===== src/rtl/mc_pkg.sv =====
// Shared encodings for the MIPS-lite multi-cycle controller: states, opcodes/functs,
// datapath mux selects and the one-hot instruction flag bundle.
package mc_pkg;

   typedef enum logic [2:0] {
      S_FETCH  = 3'd0,
      S_DECODE = 3'd1,
      S_EXEC   = 3'd2,
      S_MEM    = 3'd3,
      S_WB     = 3'd4,
      S_HALT   = 3'd5
   } state_t;

   localparam logic [5:0] OP_RTYPE = 6'h00;
   localparam logic [5:0] OP_ORI   = 6'h0D;
   localparam logic [5:0] OP_LW    = 6'h23;
   localparam logic [5:0] OP_SW    = 6'h2B;
   localparam logic [5:0] OP_BEQ   = 6'h04;
   localparam logic [5:0] OP_LUI   = 6'h0F;
   localparam logic [5:0] OP_JAL   = 6'h03;

   localparam logic [5:0] FN_NOP   = 6'h00;
   localparam logic [5:0] FN_ADDU  = 6'h21;
   localparam logic [5:0] FN_SUBU  = 6'h23;
   localparam logic [5:0] FN_JR    = 6'h08;

   localparam logic [1:0] PC_PLUS4  = 2'd0;
   localparam logic [1:0] PC_BRANCH = 2'd1;
   localparam logic [1:0] PC_JUMP   = 2'd2;
   localparam logic [1:0] PC_REG    = 2'd3;

   localparam logic [1:0] RD_RT = 2'd0;
   localparam logic [1:0] RD_RD = 2'd1;
   localparam logic [1:0] RD_RA = 2'd2;

   localparam logic [1:0] WD_ALU = 2'd0;
   localparam logic [1:0] WD_MDR = 2'd1;
   localparam logic [1:0] WD_PC  = 2'd2;

   localparam logic [1:0] ALU_ADD = 2'd0;
   localparam logic [1:0] ALU_SUB = 2'd1;
   localparam logic [1:0] ALU_OR  = 2'd2;
   localparam logic [1:0] ALU_LUI = 2'd3;

   localparam logic [1:0] EXT_ZERO = 2'd0;
   localparam logic [1:0] EXT_SIGN = 2'd1;
   localparam logic [1:0] EXT_HIGH = 2'd2;

   typedef struct packed {
      logic addu;
      logic subu;
      logic jr;
      logic nop;
      logic ori;
      logic lw;
      logic sw;
      logic beq;
      logic lui;
      logic jal;
   } instr_t;

endpackage


===== src/rtl/mc_ctrl_if.sv =====
// Controller <-> datapath bundle: IR fields and memory handshake in, mux selects and enables out.
// illegal exists only when MC_CTRL_ILLEGAL_TRAP_EN is defined.
interface mc_ctrl_if;
   logic [5:0]  opcode;
   logic [5:0]  funct;
   logic        zero;
   logic        mem_ready;
   logic        pc_write;
   logic [1:0]  pc_src;
   logic        ir_write;
   logic        mem_read;
   logic        mem_write;
   logic        iord;
   logic        reg_write;
   logic [1:0]  reg_dst;
   logic [1:0]  wd_sel;
   logic        alu_src;
   logic [1:0]  alu_op;
   logic [1:0]  ext_op;
   logic        retire;
   logic [31:0] instr_count;
   logic [2:0]  state;
`ifdef MC_CTRL_ILLEGAL_TRAP_EN
   logic        illegal;
`endif

   modport master (
      input  opcode, funct, zero, mem_ready,
      output pc_write, pc_src, ir_write, mem_read, mem_write, iord, reg_write,
             reg_dst, wd_sel, alu_src, alu_op, ext_op, retire, instr_count, state
`ifdef MC_CTRL_ILLEGAL_TRAP_EN
      , output illegal
`endif
   );

   modport slave (
      output opcode, funct, zero, mem_ready,
      input  pc_write, pc_src, ir_write, mem_read, mem_write, iord, reg_write,
             reg_dst, wd_sel, alu_src, alu_op, ext_op, retire, instr_count, state
`ifdef MC_CTRL_ILLEGAL_TRAP_EN
      , input illegal
`endif
   );
endinterface


===== src/rtl/mc_decode.sv =====
// Combinational opcode/funct to one-hot instruction flags; illegal flags anything unrecognised.
module mc_decode
   import mc_pkg::*;
(
   input  logic [5:0] opcode,
   input  logic [5:0] funct,
   output instr_t     ins,
   output logic       illegal
);

   always_comb begin
      ins = '0;
      unique case (opcode)
         OP_RTYPE: begin
            ins.addu = (funct == FN_ADDU);
            ins.subu = (funct == FN_SUBU);
            ins.jr   = (funct == FN_JR);
            ins.nop  = (funct == FN_NOP);
         end
         OP_ORI:  ins.ori = 1'b1;
         OP_LW:   ins.lw  = 1'b1;
         OP_SW:   ins.sw  = 1'b1;
         OP_BEQ:  ins.beq = 1'b1;
         OP_LUI:  ins.lui = 1'b1;
         OP_JAL:  ins.jal = 1'b1;
         default: ins = '0;
      endcase
      illegal = (ins == '0);
   end

endmodule


===== src/rtl/mc_ctrl.sv =====
// Multi-cycle FETCH/DECODE/EXEC/MEM/WB sequencer with memory-ready stall and retire counter.
// Optional MC_CTRL_ILLEGAL_TRAP_EN: unrecognised instructions halt and set sticky illegal.
module mc_ctrl
   import mc_pkg::*;
(
   input  logic     clk,
   input  logic     rst_n,
   mc_ctrl_if.master bus
);

   state_t      st, nxt;
   logic [31:0] cnt_q;
   instr_t      ins;
   logic        ins_illegal;

   logic       pc_write, ir_write, mem_read, mem_write, iord, reg_write, alu_src, retire;
   logic [1:0] pc_src, reg_dst, wd_sel, alu_op, ext_op;

   mc_decode u_decode (
      .opcode  (bus.opcode),
      .funct   (bus.funct),
      .ins     (ins),
      .illegal (ins_illegal)
   );

`ifdef MC_CTRL_ILLEGAL_TRAP_EN
   logic ill_q;
   assign bus.illegal = ill_q;
`endif

   always_comb begin
      nxt       = st;
      pc_write  = 1'b0;
      pc_src    = PC_PLUS4;
      ir_write  = 1'b0;
      mem_read  = 1'b0;
      mem_write = 1'b0;
      iord      = 1'b0;
      reg_write = 1'b0;
      reg_dst   = RD_RT;
      wd_sel    = WD_ALU;
      alu_src   = 1'b0;
      alu_op    = ALU_ADD;
      ext_op    = EXT_ZERO;
      retire    = 1'b0;
      case (st)
         S_FETCH: begin
            mem_read = 1'b1;
            if (bus.mem_ready) begin
               ir_write = 1'b1;
               pc_write = 1'b1;
               nxt      = S_DECODE;
            end
         end
         S_DECODE: begin
            if (ins.jal) begin
               reg_write = 1'b1;
               reg_dst   = RD_RA;
               wd_sel    = WD_PC;
               pc_write  = 1'b1;
               pc_src    = PC_JUMP;
               retire    = 1'b1;
               nxt       = S_FETCH;
            end else if (ins.jr) begin
               pc_write = 1'b1;
               pc_src   = PC_REG;
               retire   = 1'b1;
               nxt      = S_FETCH;
            end else if (ins.nop) begin
               retire = 1'b1;
               nxt    = S_FETCH;
            end else if (ins_illegal) begin
`ifdef MC_CTRL_ILLEGAL_TRAP_EN
               nxt    = S_HALT;
`else
               retire = 1'b1;
               nxt    = S_FETCH;
`endif
            end else begin
               nxt = S_EXEC;
            end
         end
         S_EXEC: begin
            nxt = S_WB;
            if (ins.subu) begin
               alu_op = ALU_SUB;
            end else if (ins.ori) begin
               alu_op  = ALU_OR;
               alu_src = 1'b1;
            end else if (ins.lui) begin
               alu_op  = ALU_LUI;
               alu_src = 1'b1;
               ext_op  = EXT_HIGH;
            end else if (ins.lw || ins.sw) begin
               alu_src = 1'b1;
               ext_op  = EXT_SIGN;
               nxt     = S_MEM;
            end else if (ins.beq) begin
               alu_op   = ALU_SUB;
               pc_write = bus.zero;
               pc_src   = PC_BRANCH;
               retire   = 1'b1;
               nxt      = S_FETCH;
            end else if (!ins.addu) begin
               nxt = S_FETCH;
            end
         end
         S_MEM: begin
            // Request stays asserted unchanged until the memory acknowledges it.
            iord      = 1'b1;
            mem_read  = ins.lw;
            mem_write = ins.sw;
            if (bus.mem_ready) begin
               retire = ins.sw;
               nxt    = ins.lw ? S_WB : S_FETCH;
            end
         end
         S_WB: begin
            reg_write = 1'b1;
            retire    = 1'b1;
            reg_dst   = (bus.opcode == OP_RTYPE) ? RD_RD : RD_RT;
            wd_sel    = ins.lw ? WD_MDR : WD_ALU;
            nxt       = S_FETCH;
         end
`ifdef MC_CTRL_ILLEGAL_TRAP_EN
         S_HALT: nxt = S_HALT;
`endif
         default: nxt = S_FETCH;
      endcase
      // Nothing may reach the datapath or memory while reset is held.
      if (!rst_n) begin
         pc_write  = 1'b0;
         pc_src    = PC_PLUS4;
         ir_write  = 1'b0;
         mem_read  = 1'b0;
         mem_write = 1'b0;
         iord      = 1'b0;
         reg_write = 1'b0;
         reg_dst   = RD_RT;
         wd_sel    = WD_ALU;
         alu_src   = 1'b0;
         alu_op    = ALU_ADD;
         ext_op    = EXT_ZERO;
         retire    = 1'b0;
      end
   end

   always_ff @(posedge clk or negedge rst_n) begin
      if (!rst_n) begin
         st    <= S_FETCH;
         cnt_q <= 32'd0;
`ifdef MC_CTRL_ILLEGAL_TRAP_EN
         ill_q <= 1'b0;
`endif
      end else begin
         st <= nxt;
         if (retire) cnt_q <= cnt_q + 32'd1;
`ifdef MC_CTRL_ILLEGAL_TRAP_EN
         if (st == S_DECODE && ins_illegal) ill_q <= 1'b1;
`endif
      end
   end

   assign bus.pc_write    = pc_write;
   assign bus.pc_src      = pc_src;
   assign bus.ir_write    = ir_write;
   assign bus.mem_read    = mem_read;
   assign bus.mem_write   = mem_write;
   assign bus.iord        = iord;
   assign bus.reg_write   = reg_write;
   assign bus.reg_dst     = reg_dst;
   assign bus.wd_sel      = wd_sel;
   assign bus.alu_src     = alu_src;
   assign bus.alu_op      = alu_op;
   assign bus.ext_op      = ext_op;
   assign bus.retire      = retire;
   assign bus.instr_count = cnt_q;
   assign bus.state       = st;

endmodule

===== src/flat_wrapper.sv =====
// flat-port wrapper written by rule: the top's interface ports become plain ports
module mc_ctrl_flat import mc_pkg::*;
  (clk, rst_n, bus_opcode, bus_funct, bus_zero, bus_mem_ready, bus_pc_write, bus_pc_src, bus_ir_write, bus_mem_read, bus_mem_write, bus_iord, bus_reg_write, bus_reg_dst, bus_wd_sel, bus_alu_src, bus_alu_op, bus_ext_op, bus_retire, bus_instr_count, bus_state);
  mc_ctrl_if bus_i ();
  input  logic clk;
  input  logic rst_n;
  input wire logic [$bits(bus_i.opcode)-1:0] bus_opcode;
  input wire logic [$bits(bus_i.funct)-1:0] bus_funct;
  input wire logic [$bits(bus_i.zero)-1:0] bus_zero;
  input wire logic [$bits(bus_i.mem_ready)-1:0] bus_mem_ready;
  output wire logic [$bits(bus_i.pc_write)-1:0] bus_pc_write;
  output wire logic [$bits(bus_i.pc_src)-1:0] bus_pc_src;
  output wire logic [$bits(bus_i.ir_write)-1:0] bus_ir_write;
  output wire logic [$bits(bus_i.mem_read)-1:0] bus_mem_read;
  output wire logic [$bits(bus_i.mem_write)-1:0] bus_mem_write;
  output wire logic [$bits(bus_i.iord)-1:0] bus_iord;
  output wire logic [$bits(bus_i.reg_write)-1:0] bus_reg_write;
  output wire logic [$bits(bus_i.reg_dst)-1:0] bus_reg_dst;
  output wire logic [$bits(bus_i.wd_sel)-1:0] bus_wd_sel;
  output wire logic [$bits(bus_i.alu_src)-1:0] bus_alu_src;
  output wire logic [$bits(bus_i.alu_op)-1:0] bus_alu_op;
  output wire logic [$bits(bus_i.ext_op)-1:0] bus_ext_op;
  output wire logic [$bits(bus_i.retire)-1:0] bus_retire;
  output wire logic [$bits(bus_i.instr_count)-1:0] bus_instr_count;
  output wire logic [$bits(bus_i.state)-1:0] bus_state;
  assign bus_i.opcode = bus_opcode;
  assign bus_i.funct = bus_funct;
  assign bus_i.zero = bus_zero;
  assign bus_i.mem_ready = bus_mem_ready;
  assign bus_pc_write = bus_i.pc_write;
  assign bus_pc_src = bus_i.pc_src;
  assign bus_ir_write = bus_i.ir_write;
  assign bus_mem_read = bus_i.mem_read;
  assign bus_mem_write = bus_i.mem_write;
  assign bus_iord = bus_i.iord;
  assign bus_reg_write = bus_i.reg_write;
  assign bus_reg_dst = bus_i.reg_dst;
  assign bus_wd_sel = bus_i.wd_sel;
  assign bus_alu_src = bus_i.alu_src;
  assign bus_alu_op = bus_i.alu_op;
  assign bus_ext_op = bus_i.ext_op;
  assign bus_retire = bus_i.retire;
  assign bus_instr_count = bus_i.instr_count;
  assign bus_state = bus_i.state;
  mc_ctrl u_core (.clk(clk), .rst_n(rst_n), .bus(bus_i));
endmodule

===== config.mk =====
export PLATFORM = sky130hd
export DESIGN_NAME = mc_ctrl_flat
export DESIGN_NICKNAME = d
export VERILOG_FILES = /design/src/rtl/mc_pkg.sv /design/src/rtl/mc_ctrl_if.sv /design/src/rtl/mc_decode.sv /design/src/rtl/mc_ctrl.sv /design/src/flat_wrapper.sv
export SDC_FILE = /design/constraint.sdc
export NUM_CORES = 1
export LEC_CHECK = 0
export ABC_AREA = 1
export ABC_CLOCK_PERIOD_IN_PS = 2000
export BUFFER_PORTS_ARGS = -buffer_cell sky130_fd_sc_hd__buf_2
export CORE_ASPECT_RATIO = 1.75
export CORE_MARGIN = 1.5
export CORE_UTILIZATION = 25
export CTS_CLUSTER_SIZE = 8
export DETAILED_ROUTE_END_ITERATION = 6
export SYNTH_ARGS = -nofsm -noshare
export SYNTH_HDL_FRONTEND = slang
export SYNTH_SLANG_ARGS = --single-unit

===== constraint.sdc =====
create_clock -name clk -period 2 [get_ports clk]
set_input_delay 0.3 -clock clk [delete_from_list [all_inputs] [get_ports clk]]
set_output_delay 0.3 -clock clk [all_outputs]
set_load 0.03 [all_outputs]

== Word-level counts from Yosys, hierarchy flattened ==
Cells that the tools add are included.

* Add/sub/neg operators: 1
* Eq/ne operators: 15
* Mux-type cells: 87
* Reduce and logical (&&, ||, !) cells: 6

{| class="wikitable"
|+ Operator list
! operator !! count
|-
| $mux 1 || 45
|-
| $mux 2 || 21
|-
| $mux 3 || 12
|-
| $add 32x1->32 const B || 1
|-
| $eq 6x6->1 const B || 4
|-
| $eq 6x4->1 const B || 3
|-
| $logic_not 6->1 || 2
|-
| $pmux 2 s2 || 3
|-
| $pmux 3 s4 || 1
|-
| $logic_not 10->1 || 1
|-
| $eq 3x2->1 const B || 2
|-
| $eq 6x2->1 const B || 1
|-
| $eq 6x3->1 const B || 1
|-
| $mux 4 || 1
|-
| $ne 2x2->1 const B || 2
|-
| $pmux 1 s2 || 2
|-
| $pmux 1 s4 || 1
|-
| $eq 3x1->1 const B || 1
|-
| $eq 3x3->1 const B || 1
|-
| $logic_not 3->1 || 1
|-
| $pmux 1 s3 || 1
|-
| $reduce_and 2->1 || 1
|-
| $logic_or 1x1->1 || 1
|}

* Flip-flop bits (word level): 35
* Input port bits: 16
* Output and inout port bits: 53
* Logic and storage cells: 111

== Depth between registers and ports, before layout ==
* Word-level depth: 9
* Depth in mapped cells: 11
* Mapped depth without buffers: 10

== Hierarchy ==
A second synthesis with hierarchy kept.

* Cell total of the unflattened synthesis: 502
* Area, all modules: 2910.3 sq um

{| class="wikitable"
|+ By module, submodules not included
! module !! instances !! cells an instance !! area an instance (sq um) !! seq. area each (sq um)
|-
| mc_ctrl || 1 || 437 || 2626.3 || 875.8
|-
| mc_decode || 1 || 65 || 284.0 || 0.0
|}

== Least setup slack after synthesis ==
No wires, ideal clock.

* Path kind: reg2out
* From: reg u_core.st[1], in the netlist u_core.bus.state[1]
* To: out bus_alu_op[0]
* Arrival: 1.742 ns
* Data required time: 1.700 ns
* Setup slack: -0.042 ns
* Cell stages (with the launch flop): 5
* Path buffers: 0
* Cell sequence: dfrtp_1 -> inv_1 -> nor3_2 -> inv_1 -> a311oi_1

* Longest elaborated chain between the ends: 3

{| class="wikitable"
|+ Ends and longest elaborated chain
! item !! line !! RTL
|-
| from (decl) || mc_ctrl.sv:11 || <nowiki>state_t st, nxt;</nowiki>
|-
| from (signal assigned) || mc_ctrl.sv:156 || <nowiki>st <= nxt;</nowiki>
|-
| $eq 3x2->1 || mc_ctrl.sv:46 || <nowiki>case (st)</nowiki>
|-
| $mux 2 || mc_ctrl.sv:46 ||
|-
| $mux 2 || mc_ctrl.sv:131 || <nowiki>if (!rst_n) begin</nowiki>
|-
| to (decl) || flat_wrapper.sv:21 || <nowiki>output wire logic [$bits(bus_i.alu_op)-1:0] bus_alu_op;</nowiki>
|}

Every way passes these cells.

== Worst setup path after layout ==
Ends and elaborated chain as after synthesis.

==> metrics <==
status finished, final reports clean; Clock Pin Slew Worst Setup and Hold Paths approximately 0.050 ns; highest clock frequency the design can meet approximately 520 MHz; share of power burned in registers between 30% and 40%; number of vias per cell after detailed routing 4.67; data required time of the critical path 1.70 ns; post-route ant nets 0; Routed WL per cell roughly 13 microns; count of H-tree levels built during CTS 2; Final #Nets around 540; Internal approximately 1.6 mW; min cycle time layout approximately 1.9 ns; end point of the critical path bus_alu_op[0]; startpoint of the worst register-to-register path u_core.bus.state[1]; initial antenna violation count 0; portion of synthesized cell area occupied by the leading cell type 30.6%; Finished Core Util 33.2%; IO Port Bufs approximately 70; Core Area roughly 0.011 sq mm; final weighted congestion in routability-driven placement between 0.9 and 1; overall power consumption about 2.6 mW; multiplexer fraction of the synthesized cell area 0%; gr usage total approximately 15%; synthesized area per cell 6.65 sq um; part of the cycle the worst path needs between 90% and 100%; fraction of synthesized cell area in xor and xnor cells between 5 and 6%; power density over the cells a little under 700 mW/mm^2; kind of capture point of the worst setup path output port; Die Y 145 microns; # DRC 0; Max IR drop VDD ~0.43 mV; count of final max-slew check failures 0; post-placement setup slack around 0.060 ns; post-detailed-placement half-perimeter wirelength 6920 microns; worst rel slew slack between 60% and 70%; Final Worst Setup Slack roughly 0.081 ns; hold violation total from the final report 0; maximum capacitance violations 0; number of vias after detailed routing ~3000; Gate Count Post-Synth 430; sequential-to-total area share from yosys stat a little under a third; post-route clock skew approximately 0.0038 ns; Final Setup Violations 0; drt total wl about 8700 microns; worst setup path startpoint u_core.bus.state[1]; Die Area between 0.01 and 0.015 sq mm; startpoint type of the worst setup path flop; Rows 51; reg2reg end u_core.bus.instr_count[2]; cell type with the highest aggregate area in the netlist sky130_fd_sc_hd__dfrtp_1; static leakage approximately 1.9 nW; count of boundary I/O pins 69; Logic pwr share between 30 and 40%; clock sink count 35; clock latency on the worst-skew pair approximately 0.28 ns; P&R area growth vs syn 29.6%; pin count of the biggest net entering global routing 55; Syn Std Cell Area about 0.0029 sq mm; post-synthesis cell type count 31; number of fillers in the final layout 1214; maximum net fanout on the critical path 4; largest family of logic cells by synthesized area simple AND/OR/NAND/NOR gates; Initial Util between 20% and 30%; synthesized-area fraction occupied by and/or/nand/nor cells approximately 52%; setup slack on the worst flop-to-flop path 0.23 ns; initial drt markers between 100 and 150; share of post-route cells with drive strength above 1 around a third; finished layout cell area roughly 0.0037 sq mm; warnings from Yosys 0; ANT cells 0; fraction of the mapped netlist area in compound gates around 2.4%; synthesized flop and latch total 35; switching part of the total power ~39%; CTS Root Cell sky130_fd_sc_hd__clkbuf_16; number of buffers created by CTS 5; power dissipated by switching net loads approximately 0.99 mW; arithmetic-cell share of the synthesized area counting full adders, half adders and majority gates less than 1%; Overflow after GRT 0; class of the worst hold path in2async; path depth of the worst reg2reg path 8; maximum buffer depth of the clock tree 2; area of the multi-input gates between 0.0015 and 0.002 sq mm; first-pass iteration count of the detailed router 4; hold slack 0.203 ns; path type of the worst setup path reg2out; unrepaired setup endpoints after global routing true; largest cells by area after synthesis sky130_fd_sc_hd__dfrtp_1 (31%), sky130_fd_sc_hd__nand2_1 (17%), sky130_fd_sc_hd__nand3_1 (8.6%); measured slew at the worst slew-check pin 0.593 ns; clock power share between 20% and 30%; net count after synthesis between 400 and 500; first-pass GRT wire length around 14000 microns; instance area after placement roughly 0.0034 sq mm; via count of the first global-routing pass around 3000; clock tree from TritonCTS done; most common cell after layout, fill and taps aside sky130_fd_sc_hd__nand2_1; area taken by flip-flops and latches just under 900 sq um; Die Wd between 80 and 90 microns; Critical Path AT 1.62 ns; top library cells by usage in the layout, fill and taps aside sky130_fd_sc_hd__nand2_1 (126), sky130_fd_sc_hd__buf_2 (60), sky130_fd_sc_hd__nor2_1 (58), sky130_fd_sc_hd__nand3_1 (46), sky130_fd_sc_hd__dfrtp_1 (33)
## critical path, cell delays in order (launching register included)
cell and delay, ns:
sky130_fd_sc_hd__dfrtp_1 0.41, sky130_fd_sc_hd__inv_2 0.07, sky130_fd_sc_hd__nor3_4 0.30, sky130_fd_sc_hd__inv_2 0.10
sky130_fd_sc_hd__a311oi_2 0.21, sky130_fd_sc_hd__buf_2 0.24
## what timing repair did
action,4_1_cts,5_1_grt
setup endpoints to repair,8,10
gates resized for setup,7,38
hold buffers,0,0
setup buffers,1,10
pin swaps,1,9
## cell families after synthesis
family | count (synthesis)
simple gates | 313
compound gates | 12
fa+ha+maj | 1
buf+inv | 51
xor+xnor | 18
flops | 35
## flip-flops by register name (all words and copies together) (netlist names)
signal	count
u_core.bus.instr_count	32
u_core.bus.state	3
## synthesized netlist by cell type
cell	n
sky130_fd_sc_hd__a21oi_1	4
sky130_fd_sc_hd__a311oi_1	1
sky130_fd_sc_hd__buf_12	3
sky130_fd_sc_hd__buf_2	3
sky130_fd_sc_hd__buf_4	2
sky130_fd_sc_hd__clkbuf_1	1
sky130_fd_sc_hd__clkbuf_4	2
sky130_fd_sc_hd__clkinv_1	1
sky130_fd_sc_hd__dfrtp_1	35
sky130_fd_sc_hd__ha_1	1
sky130_fd_sc_hd__inv_1	36
sky130_fd_sc_hd__inv_2	3
sky130_fd_sc_hd__nand2_1	128
sky130_fd_sc_hd__nand2_2	28
sky130_fd_sc_hd__nand2_8	1
sky130_fd_sc_hd__nand3_1	49
sky130_fd_sc_hd__nand3_2	3
sky130_fd_sc_hd__nand3_4	2
sky130_fd_sc_hd__nand3b_1	9
sky130_fd_sc_hd__nand4_1	6
sky130_fd_sc_hd__nor2_1	64
sky130_fd_sc_hd__nor2_2	5
sky130_fd_sc_hd__nor2_4	3
sky130_fd_sc_hd__nor3_1	11
sky130_fd_sc_hd__nor3_2	3
sky130_fd_sc_hd__nor4_1	1
sky130_fd_sc_hd__o211ai_1	1
sky130_fd_sc_hd__o21a_1	1
sky130_fd_sc_hd__o21ai_0	5
sky130_fd_sc_hd__xnor2_1	3
sky130_fd_sc_hd__xor2_1	15
## metrics by stage
| stage | TNS [ns] | instances |
|---|---|---|
| floorplan | -0.0239 | 430 |
| global placement | 0 | 632 |
| detailed placement | 0 | 632 |
| CTS | 0 | 641 |
| global route | -0.000740 | 651 |
| finish | 0 | 651 |
## power groups by stage
stage / clock network (mW) / registers [mW] / logic, mW
floorplan: 0 / 0.959 / 0.546
global placement: 0 / 0.843 / 0.862
detailed placement: 0 / 0.846 / 0.867
CTS: 0.756 / 0.838 / 0.887
global route: 0.781 / 0.851 / 1.07
finish: 0.733 / 0.843 / 0.985
## worst min path at each step
| stage | start | to | cells past startpoint | slack, ns |
|---|---|---|---|---|
| after floorplan | rst_n | u_core.bus.instr_count[0] | 0 | 0.004 |
| after global placement | u_core.bus.instr_count[31] | u_core.bus.instr_count[31] | 2 | 0.51 |
| after detailed placement | rst_n | u_core.bus.instr_count[14] | 2 | 0.51 |
| after CTS | rst_n | u_core.bus.instr_count[14] | 2 | 0.21 |
| after global routing | rst_n | u_core.bus.instr_count[11] | 2 | 0.26 |
| final | rst_n | u_core.bus.instr_count[12] | 2 | 0.20 |
## area by class of cell
type	instances	area share, %
flip-flops and latches	35	23.7
inverters	40	4.05
clock buffers	7	3.58
multi-input cells	344	49.0
well taps	132	4.45
clock inverters	1	0.135
repair buffers	92	15.1
## layer usage
| layer | wire length [microns] | GRT usage, % |
|---|---|---|
| met1 | 3030 | 13.5 |
| met2 | 4810 | 29.1 |
| met3 | 441 | 3.20 |
| met4 | 427 | 9.15 |
| met5 | 0 | 0 |
(Power assumes the default switching activity.)
